### src/rtl/i2c_arb_pkg.sv
// Shared types and constants for the two-requester I2C arbiter.
package i2c_arb_pkg;

    localparam int ADDR_W             = 16;
    localparam int DATA_W             = 8;
    localparam int NUM_REQ            = 2;
    localparam int CNT_W              = 18;
    localparam int TIMEOUT_CYCLES_DEF = 250_000;  // 5 ms at 50 MHz

    // FSM state encoding
    typedef logic [1:0] arb_state_t;
    localparam arb_state_t IDLE  = 2'd0;
    localparam arb_state_t ISSUE = 2'd1;
    localparam arb_state_t WAIT  = 2'd2;
    localparam arb_state_t RESP  = 2'd3;

    // One requester's transaction descriptor, in driver-output order
    typedef struct packed {
        logic              rh_wl;
        logic              bit_ctrl;
        logic [ADDR_W-1:0] addr;
        logic [DATA_W-1:0] data_w;
    } arb_req_t;

endpackage

### src/rtl/rr_arb2.sv
// Two-way round-robin grant with last-grant memory.
// last=1 means requester 1 won most recently, so requester 0 wins a tie.
module rr_arb2
    import i2c_arb_pkg::*;
(
    input  logic               dri_clk,
    input  logic               rst,
    input  logic [NUM_REQ-1:0] req,
    input  logic               update,
    output logic [NUM_REQ-1:0] gnt
);

    logic last;

    // Lone requester wins outright; on a tie the one not served last wins
    always_comb begin
        gnt    = '0;
        gnt[0] = req[0] & (~req[1] | last);
        gnt[1] = req[1] & (~req[0] | ~last);
    end

    // Remember the winner only when a transaction is actually launched
    always_ff @(posedge dri_clk) begin
        if (rst)
            last <= 1'b1;
        else if (update)
            last <= gnt[1];
    end

endmodule

### src/rtl/i2c_arbiter.sv
// Arbitrates two requesters onto one I2C byte driver.
// FSM: IDLE -> ISSUE -> WAIT -> RESP -> IDLE, every output registered.
// Optional WAIT watchdog enabled by defining I2C_ARB_TIMEOUT_EN.
module i2c_arbiter
    import i2c_arb_pkg::*;
#(
    parameter int TIMEOUT_CYCLES = TIMEOUT_CYCLES_DEF
) (
    input  logic              dri_clk,
    input  logic              rst,
    // requester 0
    input  logic              m0_req,
    input  logic              m0_rh_wl,
    input  logic              m0_bit_ctrl,
    input  logic [ADDR_W-1:0] m0_addr,
    input  logic [DATA_W-1:0] m0_data_w,
    output logic              m0_gnt,
    output logic              m0_done,
    output logic              m0_ack,
    output logic [DATA_W-1:0] m0_data_r,
    // requester 1
    input  logic              m1_req,
    input  logic              m1_rh_wl,
    input  logic              m1_bit_ctrl,
    input  logic [ADDR_W-1:0] m1_addr,
    input  logic [DATA_W-1:0] m1_data_w,
    output logic              m1_gnt,
    output logic              m1_done,
    output logic              m1_ack,
    output logic [DATA_W-1:0] m1_data_r,
    // I2C driver side
    output logic              i2c_exec,
    output logic              i2c_rh_wl,
    output logic              bit_ctrl,
    output logic [ADDR_W-1:0] i2c_addr,
    output logic [DATA_W-1:0] i2c_data_w,
    input  logic              i2c_done,
    input  logic              i2c_ack,
    input  logic [DATA_W-1:0] i2c_data_r,
    output logic              busy,
    output logic              timeout
);

    arb_state_t                         state, state_n;
    arb_req_t   [NUM_REQ-1:0]           req_in;
    arb_req_t                           sel;
    logic       [NUM_REQ-1:0]           req_v, gnt_w, gnt_r, done_r, ack_r;
    logic       [NUM_REQ-1:0][DATA_W-1:0] data_r_r;
    logic                               take, finish, tmo_hit;

    assign req_v     = {m1_req, m0_req};
    assign req_in[0] = {m0_rh_wl, m0_bit_ctrl, m0_addr, m0_data_w};
    assign req_in[1] = {m1_rh_wl, m1_bit_ctrl, m1_addr, m1_data_w};

    // take: IDLE->ISSUE edge; finish: WAIT->RESP edge
    assign take   = (state == IDLE) && (|req_v);
    assign finish = (state == WAIT) && (i2c_done || tmo_hit);

    rr_arb2 u_rr (
        .dri_clk (dri_clk),
        .rst     (rst),
        .req     (req_v),
        .update  (take),
        .gnt     (gnt_w)
    );

    assign sel = gnt_w[1] ? req_in[1] : req_in[0];

`ifdef I2C_ARB_TIMEOUT_EN
    logic [CNT_W-1:0] wd_cnt;

    // Watchdog: zeroed on the way into WAIT, advances each WAIT cycle
    always_ff @(posedge dri_clk) begin
        if (rst)
            wd_cnt <= '0;
        else if (state == ISSUE)
            wd_cnt <= '0;
        else if (state == WAIT)
            wd_cnt <= wd_cnt + CNT_W'(1);
    end

    // A real completion in the same cycle takes precedence over the watchdog
    assign tmo_hit = (state == WAIT) && !i2c_done &&
                     (wd_cnt == CNT_W'(TIMEOUT_CYCLES - 1));
`else
    // No watchdog: WAIT is unbounded; the parameter stays in the interface
    // so both builds share one instantiation.
    assign tmo_hit = 1'b0 & (TIMEOUT_CYCLES > 0);
`endif

    // Next-state logic; i2c_done is only looked at in WAIT
    always_comb begin
        state_n = state;
        case (state)
            IDLE:    if (|req_v) state_n = ISSUE;
            ISSUE:   state_n = WAIT;
            WAIT:    if (finish) state_n = RESP;
            RESP:    state_n = IDLE;
            default: state_n = IDLE;
        endcase
    end

    // State, driver-side outputs and grant; command latched on launch and
    // held for the whole transaction regardless of later request changes
    always_ff @(posedge dri_clk) begin
        if (rst) begin
            state      <= IDLE;
            busy       <= 1'b0;
            i2c_exec   <= 1'b0;
            i2c_rh_wl  <= 1'b0;
            bit_ctrl   <= 1'b0;
            i2c_addr   <= '0;
            i2c_data_w <= '0;
            gnt_r      <= '0;
            timeout    <= 1'b0;
        end else begin
            state    <= state_n;
            busy     <= (state_n != IDLE);
            i2c_exec <= take;
            timeout  <= tmo_hit;
            if (take) begin
                {i2c_rh_wl, bit_ctrl, i2c_addr, i2c_data_w} <= sel;
                gnt_r <= gnt_w;
            end else if (state == RESP) begin
                gnt_r <= '0;
            end
        end
    end

    // Per-requester response registers; only the granted one updates
    for (genvar k = 0; k < NUM_REQ; k++) begin : g_rsp
        // Done pulse in RESP, read data / error flag captured on WAIT exit
        always_ff @(posedge dri_clk) begin
            if (rst) begin
                done_r[k]   <= 1'b0;
                ack_r[k]    <= 1'b0;
                data_r_r[k] <= '0;
            end else begin
                done_r[k] <= finish && gnt_r[k];
                if (finish && gnt_r[k]) begin
                    ack_r[k]    <= tmo_hit ? 1'b1 : i2c_ack;
                    data_r_r[k] <= tmo_hit ? '0 : i2c_data_r;
                end
            end
        end
    end

    assign m0_gnt    = gnt_r[0];
    assign m1_gnt    = gnt_r[1];
    assign m0_done   = done_r[0];
    assign m1_done   = done_r[1];
    assign m0_ack    = ack_r[0];
    assign m1_ack    = ack_r[1];
    assign m0_data_r = data_r_r[0];
    assign m1_data_r = data_r_r[1];

endmodule

### config.mk
export PLATFORM = sky130hd
export DESIGN_NAME = i2c_arbiter
export DESIGN_NICKNAME = d
export VERILOG_FILES = /design/src/rtl/i2c_arb_pkg.sv /design/src/rtl/rr_arb2.sv /design/src/rtl/i2c_arbiter.sv
export SDC_FILE = /design/constraint.sdc
export NUM_CORES = 1
export LEC_CHECK = 0
export ABC_AREA = 1
export ABC_CLOCK_PERIOD_IN_PS = 1600
export BUFFER_PORTS_ARGS = -buffer_cell sky130_fd_sc_hd__buf_4
export CAP_MARGIN = 20
export CORE_ASPECT_RATIO = 2
export CORE_MARGIN = 1.5
export CORE_UTILIZATION = 35
export CTS_CLUSTER_SIZE = 20
export DETAILED_ROUTE_END_ITERATION = 6
export PLACE_DENSITY = 0.59
export SYNTH_ARGS = -nofsm -noshare
export SYNTH_HDL_FRONTEND = slang
export SYNTH_SLANG_ARGS = --single-unit
### constraint.sdc
create_clock -name dri_clk -period 1.6 [get_ports dri_clk]
set_input_delay 0.32 -clock dri_clk [delete_from_list [all_inputs] [get_ports dri_clk]]
set_output_delay 0.32 -clock dri_clk [all_outputs]
set_load 0.05 [all_outputs]
; ---- Word level (Yosys, flattened, before mapping)
; Cells that the tools add are included.
; W data, S select, Z words.
[word_totals]
regBits = 53
wordCells = 39
out_inout_bits = 51
inputBits = 66
[classes]
n_eq_ne = 3
n_reduce_logical = 8
bitwise = 7
n_mux = 6
[op_table]
columns = cell, n
row1 = $mux W26, 1
row2 = $mux W2, 4
row3 = $pmux W2 S4, 1
row4 = $eq A2 B2 Y1 const B, 2
row5 = $logic_and A1 B1 Y1, 4
row6 = $reduce_bool A2 Y1, 2
row7 = $not A1 Y1, 3
row8 = $and A1 B1 Y1, 2
row9 = $eq A2 B1 Y1 const B, 1
row10 = $logic_not A2 Y1, 1
row11 = $or A1 B1 Y1, 2
row12 = $reduce_or A2 Y1, 1

; ---- Longest topological paths before layout
[logic_depth]
depth_word = 5
depth_mapped = 8
mapped_depth_nobuf = 7

; ---- Cells and area by module
; Synthesis repeated with hierarchy kept, for this count alone.
[hier_totals]
cells_unflattened = 326
hier_area_um2 = 2369.8
[modules_own_cells]
columns = mod, seq_area_each_um2, cells_each, n_inst, area_each_um2
row1 = i2c_arbiter, 1041.0, 317, 1, 2311.0
row2 = rr_arb2, 20.0, 9, 1, 58.8

; ---- Worst setup path before layout
; No wires, ideal clock.
[synth_path]
path_kind = register -> register
start = register state[0]
end = register ack_r[0], in the netlist m0_ack
arrival_ps = 1167
synth_period_minus_slack_ps = 1299
stages_incl_launch_ff = 7
path_buffers = 1
setup_slack_ps = 301
setup_ps = 132
required_ps = 1468
path_cell_list = dfxtp_1 inv_1 ha_1 buf_2 nand3_1 nand2_1 a21oi_1
[synth_between]
elab_chain_len = 3
[synth_lines]
columns = element, line
row1 = start: declaration, i2c_arbiter.sv:44  ; arb_state_t state, state_n;
row2 = start signal: assignment, i2c_arbiter.sv:117  ; state <= state_n;
row3 = $eq A2 B2 Y1, i2c_arbiter.sv:57  ; assign finish = (state == WAIT) && (i2c_done || tmo_hit);
row4 = $logic_and A1 B1 Y1, i2c_arbiter.sv:57
row5 = $logic_and A1 B1 Y1, i2c_arbiter.sv:140  ; if (finish && gnt_r[k]) begin
row6 = end signal: indexed assignment, i2c_arbiter.sv:141  ; ack_r[k] <= tmo_hit ? 1'b1 : i2c_ack;
row7 = end: declaration, i2c_arbiter.sv:47  ; logic [NUM_REQ-1:0] req_v, gnt_w, gnt_r, done_r, ack_r;
; No other way between the ends.
; A chain may end at the register's enable or synchronous reset.

; ---- Worst setup path after layout
[layout_path]
start = register state[0]
end = register i2c_rh_wl
[layout_between]
elab_chain_len = 2
[layout_lines]
columns = element, line
row1 = $logic_not A2 Y1, i2c_arbiter.sv:56  ; assign take = (state == IDLE) && (|req_v);
row2 = $logic_and A1 B1 Y1, i2c_arbiter.sv:56
row3 = end signal: assignment, i2c_arbiter.sv:122  ; {i2c_rh_wl, bit_ctrl, i2c_addr, i2c_data_w} <= sel;
row4 = end: declaration, i2c_arbiter.sv:33  ; output logic i2c_rh_wl,
; No other way between the ends.

==> out/metrics.csv <==
metric,value,unit
clock-pin slew on the worst setup and hold paths,0.07,ns
Post-DP HPWL,5226,um
TNS Setup,0,ns
CTS sink count,53,
fmax,685.5,MHz
Setup Skew,0.004303,ns
Final Max Slew Viols,0,
Setup WS pre-CTS,0.07731,ns
I/O Buffers,115,
Post-Syn Instances,381,
Synth cell types,21,
multiplexer share of the synthesized area,0,%
# rows,44,
XOR/XNOR share of the synthesized area,0,%
run status,completed,
TritonCTS clock tree,built,
commonest cells in the netlist,"104 x nand2_1, 56 x nor2_1, 53 x dfxtp_1, 34 x inv_1, 31 x nand3_1",
TritonCTS Buffers,5,
post-CTS setup buffers,0,
Total GRT Usage,18.25,%
DR WL/cell,12.53,um
PwrDens,1567,mW/mm^2
Antenna diodes,0,
fin nets,552,
"top cells by area, synth","dfxtp_1 41%, nand2_1 15%, nor2_1 8.1%",
DRT iter0 DRCs,130,
P&R area growth vs syn,41.51,%
Syn Nets,451,
required time of the worst setup path,1.79,ns
leak pwr,0.001800,uW
die height,124.7,um
grt ovf,0,
"Seq/Total Area, Yosys",40.93,%
Core Region,0.007212,mm^2
synth warn,0,
Worst setup SP type,flip-flop,
final WL,7204,um
vias in the first global route,2462,
CTS Buffer Depth,2,
critical path peak fanout,13,
"count leader, synth",nand2_1,
CP Class,reg2reg,
Initial Util,35.95,%
Setup Viol. Count Final,0,
initial antenna violation count,0,
largest family of logic cells by synthesized area,simple AND/OR/NAND/NOR gates,
share of the synthesized area in the top cell type,40.93,%
I/O pin total,117,
H-tree Lvls,2,
critical path arrival,1.65,ns
"Cell Area, Synth",0.002592,mm^2
post-synthesis compound-gate area fraction,11.78,%
Min-Delay Path Class,in2reg,
synthesized area per cell,6.804,um^2
Synth Area in Simple Gates,35.09,%
gpl congestion,0.7665,
endpoint class of the critical path,flip-flop,
pin count of the biggest net entering global routing,53,
Max-cap violations,0,
Vias,2645,
ys flop type,dfxtp_1,
post-synthesis adder-cell area fraction,1.931,%
first-pass GRT wire length,11340,um
worst skew pair latency,0.29,ns
Hold Buf Count CTS,0,
Fin. Hold Viols,0,
total power,5748,uW
drt drc,0,
Post-DRT Antenna Nets,0,
peak supply drop,0.5982,mV
"EDFF count, synth",0,
fin crit period,1.459,ns
post-synthesis sequential element count,53,
share of layout cells above drive strength 1,27.74,%
DIE AREA,0.007963,mm^2
cts repair resizes,0,
Die Span X,63.86,um
Yosys top cell by area,dfxtp_1,
root buffer cell,clkbuf_16,
vias per cell,4.600,
Tcrit/Tclk final,91.17,%
RSZ-0062 raised after global routing,no,
asr flop ratio synth,0,%
slack of the critical path,0.1412,ns
Detailed Routing Iterations Pass 1,6,
[stage by stage]
stage | utilization (%) | instance area (um^2) | cells | hold slack (ns)
after global routing | 50.87 | 3669 | 575 | 0.3185
after global placement | 48.72 | 3513 | 566 | 0.4384
after CTS | 50.71 | 3657 | 574 | 0.3016
after detailed placement | 48.72 | 3513 | 566 | 0.4456
after floorplan | - | 2592 | 381 | 0.3891
final | 50.87 | 3669 | 575 | 0.3112
[cells by family after synthesis]
kind of cell,Yosys count
DFF,53
and+or+nand+nor,212
buffers and inverters,63
AOI/OAI and AO/OA,48
other,1
adders and majority gates,4
[power breakdown]
group / switching (uW) / total, uW / internal [uW]
sequential: 183 / 1800 / 1610
combinational: 1950 / 2880 / 932
clock: 487 / 1070 / 581
total: 2620 / 5750 / 3130
[routing by layer]
metal | share of wire (%) | vias to the layer above | GRT usage (%)
li1 | - | 1407 | -
met1 | 36 | 1143 | 19.33
met2 | 56 | 86 | 33.09
met3 | 6.1 | 9 | 4.788
met4 | 2.2 | 0 | 7.289
met5 | 0 | - | 0
[cells in the final DEF (no fill, tap or decap), types with 4 or more instances in the layout]
master / instances
a21oi_1: 20
nand3_1: 31
buf_4: 119
clkbuf_16: 5
inv_1: 34
nand4_1: 18
dfxtp_1: 53
a21boi_1: 23
ha_1: 4
nor2_1: 56
nand2_1: 104
[final cells by class]
cell class,instances,area [um^2]
clock buffer,6,128.9
clock inverter,2,15.01
fill,798,3543
inverter,35,131.4
multi-input combinational,266,1284
sequential,53,1061
tap,92,115.1
timing repair buffer,121,933.4
[worst paths after layout]
| check | from | endpoint | slack (ns) | depth (start not counted) |
|---|---|---|---|---|
| hold / removal | i2c_data_r[5] | m0_data_r[5] | 0.31 | 3 |
| setup reg to reg | state[0] | i2c_rh_wl | 0.14 | 7 |
| hold reg to reg | u_rr.last | u_rr.last | 0.46 | 2 |
| setup / recovery | state[0] | i2c_rh_wl | 0.14 | 7 |
[registers in the layout, summed over array words and instances (netlist names)]
| signal | cells |
|---|---|
| m1_ack | 1 |
| i2c_exec | 1 |
| i2c_addr | 16 |
| i2c_rh_wl | 1 |
| m0_data_r | 8 |
| m0_done | 1 |
| u_rr.last | 1 |
| m0_ack | 1 |
| bit_ctrl | 1 |
| m1_done | 1 |
| i2c_data_w | 8 |
| busy | 1 |
| gnt_r | 2 |
| m1_data_r | 8 |
| state | 2 |
[worst max-delay path: stages (launching register included)]
cell and delay [ns]:
dfxtp_1 0.32, inv_1 0.12, ha_1 0.25, inv_2 0.12, nor2_4 0.31, nand2_1 0.09
nor2_1 0.10, nor2_1 0.05
Note: power is estimated with default switching activity, not from simulation.
